==> src/rtl/sipo_encrypt_piso.sv <==
// Scan-path encryption front end: serial plaintext in, AES core handshake, serial ciphertext out.
// The next block shifts in while the current ciphertext shifts out.
module sipo_encrypt_piso #(
  parameter int unsigned BLK_W = 128
) (
  input  logic             clk,
  input  logic             reset,
  input  logic             en,
  input  logic             serial_in,
  input  logic [BLK_W-1:0] key_in,
  output logic             serial_out,
  output logic             ct_valid,
  output logic             busy,
  output logic             core_start,
  output logic [BLK_W-1:0] core_pt,
  output logic [BLK_W-1:0] core_key,
  input  logic             core_done,
  input  logic [BLK_W-1:0] core_ct
);

  localparam int unsigned CNT_W = $clog2(BLK_W);
  localparam logic [CNT_W-1:0] CNT_LAST = CNT_W'(BLK_W - 1);

  typedef enum logic [1:0] {FILL, START, WAIT, STREAM} state_t;

  state_t           state, state_nxt;
  logic [BLK_W-1:0] in_sr, in_sr_nxt;
  logic [BLK_W-1:0] out_sr, out_sr_nxt;
  logic [CNT_W-1:0] in_cnt, in_cnt_nxt;
  logic [CNT_W-1:0] out_cnt, out_cnt_nxt;
  logic             in_take;
  logic             in_full;
  logic             load_core;

  // State, shift registers and registered outputs (outputs follow the next state)
  always_ff @(posedge clk) begin
    if (reset) begin
      state      <= FILL;
      in_sr      <= '0;
      out_sr     <= '0;
      in_cnt     <= '0;
      out_cnt    <= '0;
      serial_out <= 1'b0;
      ct_valid   <= 1'b0;
      busy       <= 1'b0;
      core_start <= 1'b0;
      core_pt    <= '0;
      core_key   <= '0;
    end else begin
      state      <= state_nxt;
      in_sr      <= in_sr_nxt;
      out_sr     <= out_sr_nxt;
      in_cnt     <= in_cnt_nxt;
      out_cnt    <= out_cnt_nxt;
      serial_out <= (state_nxt == STREAM) ? out_sr_nxt[BLK_W-1] : 1'b0;
      ct_valid   <= (state_nxt == STREAM);
      busy       <= (state_nxt == START) || (state_nxt == WAIT);
      core_start <= (state_nxt == START);
      // Operands are latched on entry to START so they are valid alongside core_start
      if (load_core) begin
        core_pt  <= in_sr_nxt;
        core_key <= key_in;
      end
    end
  end

  // Next-state and datapath logic
  always_comb begin
    state_nxt   = state;
    in_sr_nxt   = in_sr;
    out_sr_nxt  = out_sr;
    in_cnt_nxt  = in_cnt;
    out_cnt_nxt = out_cnt;
    load_core   = 1'b0;
    in_full     = 1'b0;
    in_take     = en && ((state == FILL) || (state == STREAM));

    if (in_take) begin
      in_sr_nxt = {in_sr[BLK_W-2:0], serial_in};
      if (in_cnt == CNT_LAST) begin
        in_cnt_nxt = '0;
        in_full    = 1'b1;
      end else begin
        in_cnt_nxt = in_cnt + CNT_W'(1);
      end
    end

    unique case (state)
      FILL: begin
        if (in_full) begin
          state_nxt = START;
          load_core = 1'b1;
        end
      end
      START: begin
        in_cnt_nxt = '0;
        state_nxt  = WAIT;
      end
      WAIT: begin
        if (core_done) begin
          out_sr_nxt  = core_ct;
          out_cnt_nxt = '0;
          state_nxt   = STREAM;
        end
      end
      STREAM: begin
        if (en) begin
          out_sr_nxt = {out_sr[BLK_W-2:0], 1'b0};
          if (out_cnt == CNT_LAST) begin
            out_cnt_nxt = '0;
            state_nxt   = in_full ? START : FILL;
            load_core   = in_full;
          end else begin
            out_cnt_nxt = out_cnt + CNT_W'(1);
          end
        end
      end
    endcase
  end

endmodule
==> config.mk <==
export PLATFORM = sky130hd
export DESIGN_NAME = sipo_encrypt_piso
export DESIGN_NICKNAME = d
export VERILOG_FILES = /design/src/rtl/sipo_encrypt_piso.sv
export SDC_FILE = /design/constraint.sdc
export NUM_CORES = 1
export LEC_CHECK = 0
export BUFFER_PORTS_ARGS = -buffer_cell sky130_fd_sc_hd__clkbuf_2
export CAP_MARGIN = 20
export CORE_AREA = 2 2 204 206
export CTS_BUF_LIST = sky130_fd_sc_hd__clkbuf_16
export DETAILED_ROUTE_END_ITERATION = 7
export DIE_AREA = 0 0 206 208
export MAX_ROUTING_LAYER = met4
export PLACE_DENSITY_LB_ADDON = 0.1
export SYNTH_ARGS = -nofsm -noshare
export SYNTH_HDL_FRONTEND = slang
export SYNTH_SLANG_ARGS = --single-unit
==> constraint.sdc <==
create_clock -name clk -period 5.7 [get_ports clk]
set_input_delay 0.57 -clock clk [delete_from_list [all_inputs] [get_ports clk]]
set_output_delay 0.57 -clock clk [all_outputs]
set_load 0.01 [all_outputs]
* Word level (Yosys, flattened, before mapping)
Index checks and enable logic that the tools add are counted.
Operators by class: equal/unequal tests 10, bitwise logic cells 1, add/sub/neg operators 2, mux-type cells 21, reduce and logical (&&, ||, !) cells 8
Operators by type and width (number):
- 128-bit two-way mux | 3
- 128-bit one-hot mux with 2 select lines | 1
- 7-bit two-way mux | 4
- 7-bit by 1-bit adder with 7-bit output, second input constant | 2
- 7-bit == test, second input constant | 2
- 7-bit one-hot mux with 2 select lines | 1
- 2-bit == test, second input constant | 4
- 2-bit two-way mux | 4
- 2-bit one-hot mux with 4 select lines | 1
- 1-bit two-way mux | 6
- 2-bit by 1-bit == test with 1-bit output, second input constant | 2
- 2-bit inequality test, second input constant | 2
- 2-bit OR reduction | 2
- 3-bit AND reduction | 1
- 2-bit zero test | 1
- 1-bit logical OR | 2
- 1-bit one-hot mux with 2 select lines | 1
- 2-bit nonzero test | 1
- 1-bit logical AND | 1
- 1-bit inverter | 1
Storage, ports and cells: logic and storage cells 54, output and inout port bits 260, input bits 261, register bits after elaboration 532

* Depth between registers and ports, before layout
depth in word-level cells 11, mapped depth 11

* Least setup slack after synthesis
No wires, ideal clock.
path type register -> register, from register state[0], to register busy, arrival time 2.088 ns, required time 5.572 ns, setup slack 3.484 ns, cell stages (with the launch flop) 11, cells stage by stage dfxtp_1 > inv_1 > ha_1 > nand4b_1 > nor3_2 > o21ai_1 > buf_4 > buf_6 > nand3_1 > ha_1 > nor2b_1
Between the ends: word-level cells in the longest chain between the ends 10
RTL lines:
- start, declared | RTL line 26 | state_t state, state_nxt;
- start signal, assigned | RTL line 50 | state <= state_nxt;
- 2-bit == test / 2-bit zero test (equally long branches) | RTL line 76, 88
- 1-bit logical OR | RTL line 76 | in_take = en && ((state == FILL) || (state == STREAM));
- 1-bit logical AND | RTL line 76
- 1-bit two-way mux | RTL line 78 | if (in_take) begin
- 1-bit two-way mux | RTL line 111 | state_nxt = in_full ? START : FILL;
- 2-bit two-way mux | RTL line 109 | if (out_cnt == CNT_LAST) begin
- 2-bit two-way mux | RTL line 107 | if (en) begin
- 2-bit one-hot mux with 4 select lines (*) | RTL line 88 | unique case (state)
- via state_nxt[0] | RTL line 26
- 2-bit by 1-bit == test with 1-bit output / 2-bit == test (equally long branches) | RTL line 57 | busy <= (state_nxt == START) || (state_nxt == WAIT);
- 1-bit logical OR (*) | RTL line 57
- end signal, assigned | RTL line 57
- end, declared | RTL line 13 | output logic busy,
Mark *: on every way through the listed nets, which the timed path passes. The rest lies on a longest branch. A chain may end at the register's enable or synchronous reset.

* Worst setup path in the final report
from register state[0], to register core_key[80]
Between the ends: word-level cells in the longest chain between the ends 7
RTL lines:
- 2-bit == test / 2-bit zero test (equally long branches) | RTL line 76, 88
- 1-bit logical OR | RTL line 76
- 1-bit logical AND | RTL line 76
- 1-bit two-way mux | RTL line 78
- 1-bit two-way mux | RTL line 109
- 1-bit two-way mux | RTL line 107
- 1-bit one-hot mux with 2 select lines (*) | RTL line 88
- end signal, assigned | RTL line 62 | core_key <= key_in;
- end, declared | RTL line 16 | output logic [BLK_W-1:0] core_key,
Mark *: on every way between the ends. The rest lies on a longest branch, timed or not.

==> out/summary.md <==
## Synth
• 0% — proportion of register bits with asynchronous set or reset after synthesis
• 11.8% — compound-cell area share of the yosys netlist
• 532 — flip-flop and latch count after synthesis
• 12.9% — multiplexer share of the synthesized area
• 21.6% — basic-gate share of the synthesized area counting and, or, nand and nor cells
• 0.358% — XOR/XNOR share of the synthesized area
• 45 — unique cell type count in the Yosys netlist
• 22000 µm² — Synth Cell Area
• 9.88 µm² — mean post-synth cell area
• 0 — number of warnings printed during yosys synthesis
• 48.4% — sequential cell area fraction in the yosys report
• 2497 — Syn Nets
• sky130_fd_sc_hd__dfxtp_1 — ys flop type
• 2228 — count of mapped cells out of synthesis
• simple AND/OR/NAND/NOR gates — combinational family with the most area after synthesis
• 0.454% — post-synthesis adder-cell area fraction
• 0 — Post-synth EDFFs

## STA
• 0 — final number of max-transition violations
• no — unrepaired setup endpoints after global routing
• 1.09 ns — Worst-Margin Slew
• 58.9% — share of the clock period used by the worst path
• 0 — total setup violations reported at the end of the flow
• 298 MHz — fmax
• 0 ns — post-route setup TNS
• 27.3% — Rel. slew slack
• 0.0256 ns — Clock Skew
• 3.36 ns — Final min period
• 0 — hold violation count in the final report
• 2.34 ns — setup slack of the critical path after layout

## CTS
• 2 — maximum level of the CTS H-tree
• 532 — # clock sinks
• 55 — total clock buffers created by CTS
• sky130_fd_sc_hd__clkbuf_16 — Clk Tree Root Cell
• 3 — clock buffer depth
• 0 — number of instances resized during post-cts repair
• built — clock tree from TritonCTS
• 0.06 ns — clock-pin slew on the worst setup and hold paths
• 0.61 ns — later-pin clock latency in the skew report
• 0 — post-CTS setup buffer count
• 0 — quantity of hold-fixing buffers added after cts

## Routing
• 17.7 µm — detail-routed net length per standard cell
• 5 — number of detailed-route iterations in the first pass
• 0 — antenna viol nets, final
• met4 — highest signal layer in the routed design
• 16900 — overall via count from detail_route
• 0 — DRC violation count after routing
• 23700 µm — detailed-routing wirelength on met1
• 5.24 — Vias per Instance
• 4580 µm — routed wl met3
• 26900 µm — Met2 Routed Length
• 57100 µm — Routed Wire Length
• 1203 — Iteration-0 DRC Markers

## Worst setup path
• core_key[80] — endpoint of the worst-slack reg-to-reg timing path
• flip-flop — Worst Setup Start Kind
• flip-flop to flip-flop — class of the most critical setup path
• 2.34 ns — register-to-register path setup slack
• 6.21 ns — endpoint required time on the critical path
• 51 — worst-path maximum fanout
• 7 — R2R depth
• flip-flop — Worst Setup End Kind
• 3.87 ns — Worst Path Arrival
• state[0] — launch point of the worst reg-to-reg path

## Power and ir drop
• 279 nW/µm² — total power divided by cell area
• 0.301 mV — worst voltage drop across the vdd grid
• 11.0 nW — standby leakage power

## Placement
• 2.35 ns — worst slack at placement
• 38900 µm — Detailed Place HPWL
• 520 — number of buffers inserted by port buffering
• 3111 — placed cells
• 0.913 — global placement routability congestion

## Cells and area
• 31.6% — fraction of final layout cells with drive strength greater than 1
• 2905 — Post-layout nets
• 3223 — count of placed standard cells in the final layout, fillers left out
• sky130_fd_sc_hd__dfxtp_1 (532), sky130_fd_sc_hd__clkbuf_2 (519), sky130_fd_sc_hd__nand2_1 (262), sky130_fd_sc_hd__nand2b_1 (256), sky130_fd_sc_hd__nor2_1 (137) — most used cells in the layout excluding fill and tap cells
• sky130_fd_sc_hd__dfxtp_1 — most frequent standard cell in the layout excluding fill and tap cells
• 19.2% — area grow syn2layout
• 64.7% — end-of-flow core utilization

## Min path
• 3 — number of cells on the worst hold path
• core_key[39] — endpoint with the worst hold slack
• input port to flip-flop — worst hold path class
• key_in[39] — Hold Path Origin

## GRT
• 16200 — via count of the first global-routing pass
• 0 — total global routing overflow
• 26.3% — overall global routing resource usage
• 88200 µm — global-route wire length before repair
• 12 — antenna violations before repair
• 187 — pin count of the biggest net entering global routing

## Floorplan
• 54.3% — initial cell density of the core
• 40600 µm² — Core ar.
• 206 µm — die extent in x
• 208 µm — Chip Height
• 42800 µm² — area of the die
• 521 — boundary pin count
• 74 — Placement Rows

## Job
• 0 — max-cap violations

## Status
• finished, final reports clean — outcome

## sequential cells by signal, indices dropped and copies added (netlist names)
name and cells:
core_key 128, core_pt 128, in_sr 128, out_sr 128, in_cnt 7, out_cnt 7
state 2, busy 1, core_start 1, ct_valid 1, serial_out 1
## how the worst max path moves through the flow
stage / to / startpoint / slack [ns]
final: core_key[80] / state[0] / 2.34
after global routing: core_key[68] / state[0] / 2.13
after CTS: core_key[56] / state[0] / 2.31
after detailed placement: core_key[11] / state[0] / 2.35
after global placement: core_key[11] / state[0] / 2.46
after floorplan: busy / state[0] / 3.48
## critical path, stage by stage, from the launching register on
cell and delay [ns]:
sky130_fd_sc_hd__dfxtp_1 0.41, sky130_fd_sc_hd__inv_1 0.09, sky130_fd_sc_hd__ha_1 0.36, sky130_fd_sc_hd__nand4b_1 0.24, sky130_fd_sc_hd__nor3_2 0.37, sky130_fd_sc_hd__o21a_4 0.79, sky130_fd_sc_hd__buf_4 0.68, sky130_fd_sc_hd__mux2i_1 0.26
## Yosys cell counts, types with 2 or more instances
library cell	n	share of area, %
sky130_fd_sc_hd__mux2_2	94	4.8
sky130_fd_sc_hd__inv_1	6	0.10
sky130_fd_sc_hd__buf_6	22	1.1
sky130_fd_sc_hd__xor2_1	4	0.16
sky130_fd_sc_hd__nor3_1	133	3.0
sky130_fd_sc_hd__and3_1	4	0.11
sky130_fd_sc_hd__nand4_1	4	0.11
sky130_fd_sc_hd__nand2b_1	257	7.3
sky130_fd_sc_hd__a221oi_1	16	0.64
sky130_fd_sc_hd__buf_4	14	0.48
sky130_fd_sc_hd__dfxtp_1	532	48
sky130_fd_sc_hd__a221oi_2	110	7.5
sky130_fd_sc_hd__clkbuf_1	92	1.6
sky130_fd_sc_hd__a21oi_1	133	3.0
sky130_fd_sc_hd__ha_1	8	0.45
sky130_fd_sc_hd__mux2i_1	129	5.9
sky130_fd_sc_hd__nand2_1	262	4.5
sky130_fd_sc_hd__xnor2_1	5	0.20
sky130_fd_sc_hd__nor2_1	137	2.3
sky130_fd_sc_hd__buf_2	36	0.82
sky130_fd_sc_hd__or3_1	2	0.057
sky130_fd_sc_hd__o21ai_0	6	0.14
sky130_fd_sc_hd__o21a_1	2	0.068
sky130_fd_sc_hd__nor2b_1	136	3.9
sky130_fd_sc_hd__buf_1	25	0.43
sky130_fd_sc_hd__a31oi_1	2	0.057
sky130_fd_sc_hd__mux2_1	6	0.31
sky130_fd_sc_hd__nand3_1	6	0.14
sky130_fd_sc_hd__mux2_4	28	1.9
sky130_fd_sc_hd__and2_1	2	0.057
## cell type report
type | instances | area, µm²
antenna | 13 | 32.5
clock buffer | 55 | 1380
clock inverter | 44 | 278
fill | 3414 | 14300
inverter | 6 | 22.5
multi-input combinational | 1501 | 10400
sequential | 532 | 10700
tap | 532 | 666
timing repair buffer | 540 | 2800
## power breakdown
part	total [W]	switching (W)	internal [W]
combinational	0.000265	0.000152	0.000114
clock	0.00334	0.00146	0.00188
sequential	0.00372	0.00000185	0.00372
total	0.00733	0.00162	0.00571
## stage by stage
step	total power, W	hold slack (ns)	cell area [µm²]
CTS	0.00740	0.168	26200
global route	0.00756	0.189	26300
detailed placement	0.00407	0.460	24600
floorplan	0.00394	0.432	22000
finish	0.00733	0.199	26300
global placement	0.00407	0.439	24600
## metal layers
layer | up-vias | track usage [%]
li1 | 8417 | -
met1 | 7941 | 31.3
met2 | 437 | 41.2
met3 | 102 | 8.02
met4 | 0 | 10.8
met5 | - | -
## kinds of logic (layout without fill, tap and decap cells)
group	after synthesis	count (layout)
other cells	0	13
simple gates	948	948
mux	257	257
buf+inv	195	645
compound gates	279	279
xor+xnor	9	9
flops	532	532
fa+ha+maj	8	8
Note: power is estimated with default switching activity, not from simulation.
